**src/rtl/mem_port_arbiter.sv**
```systemverilog
// Round-robin arbiter sharing one memory port among four requesters.
// Owns the 4:1 mux select and sequences each transaction with a bounded wait.
module mem_port_arbiter #(
    parameter int TIMEOUT = 16
) (
    input  logic       clk,
    input  logic       reset,
    input  logic [3:0] req,
    input  logic       mem_ready,
    output logic [3:0] grant,
    output logic [1:0] sel,
    output logic       mem_valid,
    output logic       busy,
    output logic [3:0] done,
    output logic [3:0] err
);

    localparam logic [0:0] IDLE = 1'b0;
    localparam logic [0:0] BUSY = 1'b1;
    localparam logic [7:0] LAST_CNT = 8'(TIMEOUT - 1);

    logic [0:0] state;
    logic [1:0] ptr;
    logic [7:0] wait_cnt;
    logic [1:0] winner;
    logic [1:0] cand;
    logic       timeout_hit;
    logic       finish;

    // Walk from the highest offset down so the nearest requester after ptr wins.
    always_comb begin
        winner = ptr;
        cand   = ptr;
        for (int k = 3; k >= 0; k--) begin
            cand = ptr + 2'(k);
            if (req[cand]) begin
                winner = cand;
            end
        end
    end

    assign busy        = (state == BUSY);
    assign mem_valid   = busy;
    assign timeout_hit = busy && !mem_ready && (wait_cnt == LAST_CNT);
    assign finish      = (busy && mem_ready) || timeout_hit;
    assign done        = (busy && mem_ready) ? grant : 4'b0000;
    assign err         = timeout_hit ? grant : 4'b0000;

    always_ff @(posedge clk) begin
        if (reset) begin
            state    <= IDLE;
            grant    <= 4'b0000;
            sel      <= 2'd0;
            ptr      <= 2'd0;
            wait_cnt <= 8'd0;
        end else if (state == IDLE) begin
            if (|req) begin
                state    <= BUSY;
                grant    <= 4'b0001 << winner;
                sel      <= winner;
                wait_cnt <= 8'd0;
            end
        end else if (finish) begin
            // sel is left alone so the mux output stays put through the idle cycle.
            state <= IDLE;
            grant <= 4'b0000;
            ptr   <= sel + 2'd1;
        end else begin
            wait_cnt <= wait_cnt + 8'd1;
        end
    end

endmodule

```
**config.mk**
```make
export PLATFORM = sky130hd
export DESIGN_NAME = mem_port_arbiter
export DESIGN_NICKNAME = d
export VERILOG_FILES = /design/src/rtl/mem_port_arbiter.sv
export SDC_FILE = /design/constraint.sdc
export NUM_CORES = 1
export LEC_CHECK = 0
export CORE_MARGIN = 2
export CORE_UTILIZATION = 45
export CTS_CLUSTER_DIAMETER = 120
export DETAILED_ROUTE_END_ITERATION = 8
export GPL_TIMING_DRIVEN = 0
export PLACE_DENSITY = 0.73
export SETUP_SLACK_MARGIN = 0.15
export SLEW_MARGIN = 10
export SYNTH_ARGS = -nofsm -noshare
export SYNTH_HDL_FRONTEND = slang
export SYNTH_SLANG_ARGS = --single-unit
```
**constraint.sdc**
```tcl
create_clock -name clk -period 2.2 [get_ports clk]
set_clock_uncertainty 0.1 [all_clocks]
set_input_delay 0.44 -clock clk [delete_from_list [all_inputs] [get_ports clk]]
set_output_delay 0.44 -clock clk [all_outputs]
set_load 0.005 [all_outputs]
```
==> impl_metrics.yaml <==
detailed_routing:
  vias: 998
  wire_per_inst_um: 15.5
  first_pass_iters: 4
  viasPerCell: 5.84
  ant_nets: 0
  drt_wl_total_mm: 2.65
  dr.first_iter.drc_count: 29
  drc: 0
pwr:
  seqPwrFrac: 0.533
  p_sw_w: 0.000175
  comb_power_share: 0.197
  p_leak_nw: 0.557
  p_int_w: 0.000455
  power.density_mw_per_mm2: 450
  switching_share: 0.278
  peakVddDrop_mv: 0.337
  power_frac_clock: 0.270
cts:
  postCtsHoldBufs: 0
  root_buffer: "clkbuf_4"
  cts_num_sinks: 17
  clk_path_buf_depth: 2
  clkTransAtPathRegs_ns: 0.10
  clkLatencyLatePin_ns: 0.29
  cts_made_buffers: 3
  ctsHtreeMaxLevel: 1
  tritoncts: "built"
floorplan:
  io_pins: 23
  start_util: 0.484
  fp.dieW_um: 50.4
  die_area_mm2: 0.00254
  rows: 16
  core_area_mm2: 0.00200
  die_y_um: 50.4
run:
  drv_cap: 0
worst_setup_path:
  cp.depth: 7
  path_buf_inv: 4
  critPathLaunch: "wait_cnt[6]"
  path_class: "reg -> out"
  crit_path_start_kind: "flop"
  critical_path.top_delay_family: "simple AND/OR/NAND/NOR gates"
  cpPeakStageDelay_ns: 0.56
  crit-reg2reg-launch: "wait_cnt[0]"
  critPathMaxFanout: 3
  slowest_stage: "or4_4"
  r2r-end: "wait_cnt[2]"
  reg2regPathDepth: 7
  r2r_slack_ns: 0.23
  required_ns: 1.66
  cp_common_cell: "buf_6"
  critPathArrivalTime_ns: 1.89
  cp-endpoint: "err[3]"
  path_cells: "or4_4 -> nor3_4 -> buf_6 -> buf_6 -> buf_6 -> and2_4 -> buf_6"
  end_kind: "output port"
synth:
  synthesis.nets: 115
  yosysTopAreaCell: "dfxtp_1"
  synth_warnings: 0
  synth_edf_count: 0
  synthArstFlopShare: 0
  yosysMostFrequentCell: "dfxtp_1"
  syn_area_per_cell_um2: 9.06
  yosys-top-cells-area: "dfxtp_1, a21oi_1, and3_1"
  syn_inst: 107
  netlist_area_um2: 970
  synth.distinct_cells: 45
  ys_ff_latch: 17
  ys.flop_type: "dfxtp_1"
  yosysSeqAreaShare: 0.351
  synth_top_area_share: 0.351
  yosys-top-cells-count: "dfxtp_1, a21oi_1, nor2_1, and3_1"
timing:
  finalSetupViolCount: 4
  max_slew_margin: 0.747
  fin_ws_ns: -0.232
  finalCritPeriodShare: 1.11
  period_needed_ns: 2.43
  max_slew.worst_pin.slew_ns: 0.380
  grt_setup_unrepaired: "true"
  setup_tns_ns: -0.705
  finalHoldViolCount: 0
  report.final.slew_viol_count: 0
  clock.fmax_ghz: 0.411
global_routing:
  gr-usage-all-layers: 0.216
  grt_pass1_wl_mm: 4.22
  grt_start_max_net_pins: 11
  antenna_found_initial: 0
  overflow: 0
  first_global_vias: 910
final_layout:
  post-route-util: 0.699
  drive_above_1_share: 0.306
  fin_area_mm2: 0.00140
  area_growth_syn_to_layout_pct: 44.4
  finalNetCount: 153
  n_antenna_cell: 0
outcome:
  failed_checks: "setup timing"
  outcome: "finished, violations left"
placed_design:
  post_dp_cell_area_mm2: 0.00121
  port_buffers: 21
  pre_cts_ws_ns: -0.703
  dp_hpwl_mm: 1.69
  finalWeightedCongestion: 0.830
worst_hold_path:
  hold_path_class: "in -> reg"
==> what timing repair did <==
item / CTS / global route
setup buffers: 9 / 3
setup endpoints to repair: 16 / 16
pin swaps: 2 / 3
gates resized for setup: 32 / 9
==> power groups by stage <==
stage / clock network [W] / logic, W / registers [W]
after floorplan: 0 / 0.0000591 / 0.000341
final: 0.000170 / 0.000124 / 0.000335
after global placement: 0 / 0.000108 / 0.000344
after detailed placement: 0 / 0.000110 / 0.000344
after global routing: 0.000187 / 0.000136 / 0.000338
after CTS: 0.000175 / 0.000123 / 0.000335
==> through the flow <==
stage	total power (W)	hold WS (ns)	std cells
2_1_floorplan	0.000400	0.352	107
4_1_cts	0.000633	0.388	168
5_1_grt	0.000661	0.426	171
3_5_place_dp	0.000454	0.380	155
6_report	0.000630	0.398	171
3_3_place_gp	0.000451	0.368	155
==> final cells by class <==
| class | instances | area (µm²) |
|---|---|---|
| Tap cell | 27 | 33.8 |
| Multi-Input combinational cell | 84 | 644 |
| Timing Repair Buffer | 33 | 304 |
| Buffer | 4 | 37.5 |
| Sequential cell | 17 | 347 |
| Fill cell | 171 | 602 |
| Clock buffer | 4 | 26.3 |
| Inverter | 2 | 7.51 |
==> layout by cell type, fill, tap and decap left out, drive strengths merged <==
master | netlist | layout
nand2b | 1 | 1
a211o | 1 | 1
dfxtp | 17 | 17
o211ai | 4 | 4
nor2 | 6 | 6
dlygate4sd2 | 0 | 1
nand3 | 1 | 1
and2 | 5 | 5
a21oi | 10 | 10
a32o | 2 | 2
o2bb2ai | 2 | 2
o31ai | 5 | 5
o21bai | 2 | 2
o21ai | 8 | 8
nor3b | 1 | 1
nor4 | 1 | 1
inv | 2 | 2
xnor2 | 1 | 1
dlymetal6s2s | 0 | 3
buf | 3 | 20
or3 | 3 | 3
clkdlybuf4s50 | 0 | 13
and3 | 6 | 6
clkbuf | 1 | 4
a211oi | 2 | 2
nor3 | 3 | 3
or4 | 6 | 6
xor2 | 1 | 1
nor2b | 3 | 3
ha | 1 | 1
o211a | 1 | 1
a21o | 1 | 1
nand2 | 3 | 3
o2111ai | 2 | 2
nand4 | 1 | 1
a2bb2oi | 1 | 1
==> how the worst min path moves through the flow <==
stage	slack (ns)	from	cells after the start	to
floorplan	0.35	wait_cnt[7]	2	wait_cnt[7]
CTS	0.39	reset	2	wait_cnt[1]
finish	0.40	reset	2	wait_cnt[0]
global placement	0.37	wait_cnt[5]	2	wait_cnt[5]
global route	0.43	grant[2]	1	grant[2]
detailed placement	0.38	wait_cnt[7]	2	wait_cnt[7]
==> state kept, by name (all words and copies together), names as in the netlist <==
signal and flops:
busy 1, wait_cnt 8, sel 2, grant 4
ptr 2
==> worst reg2reg max path, stage by stage, from the launching register on <==
cell	delay, ns
dfxtp_1	0.35
ha_2	0.22
nand3_4	0.13
nor3_4	0.07
buf_4	0.15
buf_4	0.15
or4_2	0.60
a21oi_1	0.15
==> logic make-up (layout without fill, tap and decap cells) <==
family,count (synthesis),in the layout,share of synthesized area
AO/OA/AOI/OAI,41,41,0.310
XOR/XNOR,2,2,0.0181
adder cells (fa/ha/maj),1,1,0.0129
buffers and inverters,6,43,0.0348
flip-flops,17,17,0.351
AND/OR/NAND/NOR,40,40,0.274
==> routing by layer <==
layer | wire (µm) | vias up | global-route usage
li1 | - | 494 | -
met3 | 82 | 2 | 0.0327
met4 | 13 | 0 | 0.0811
met5 | 0 | - | 0
met1 | 1160 | 483 | 0.267
met2 | 1400 | 19 | 0.377
No activity file was read; power rests on OpenSTA's default activity.
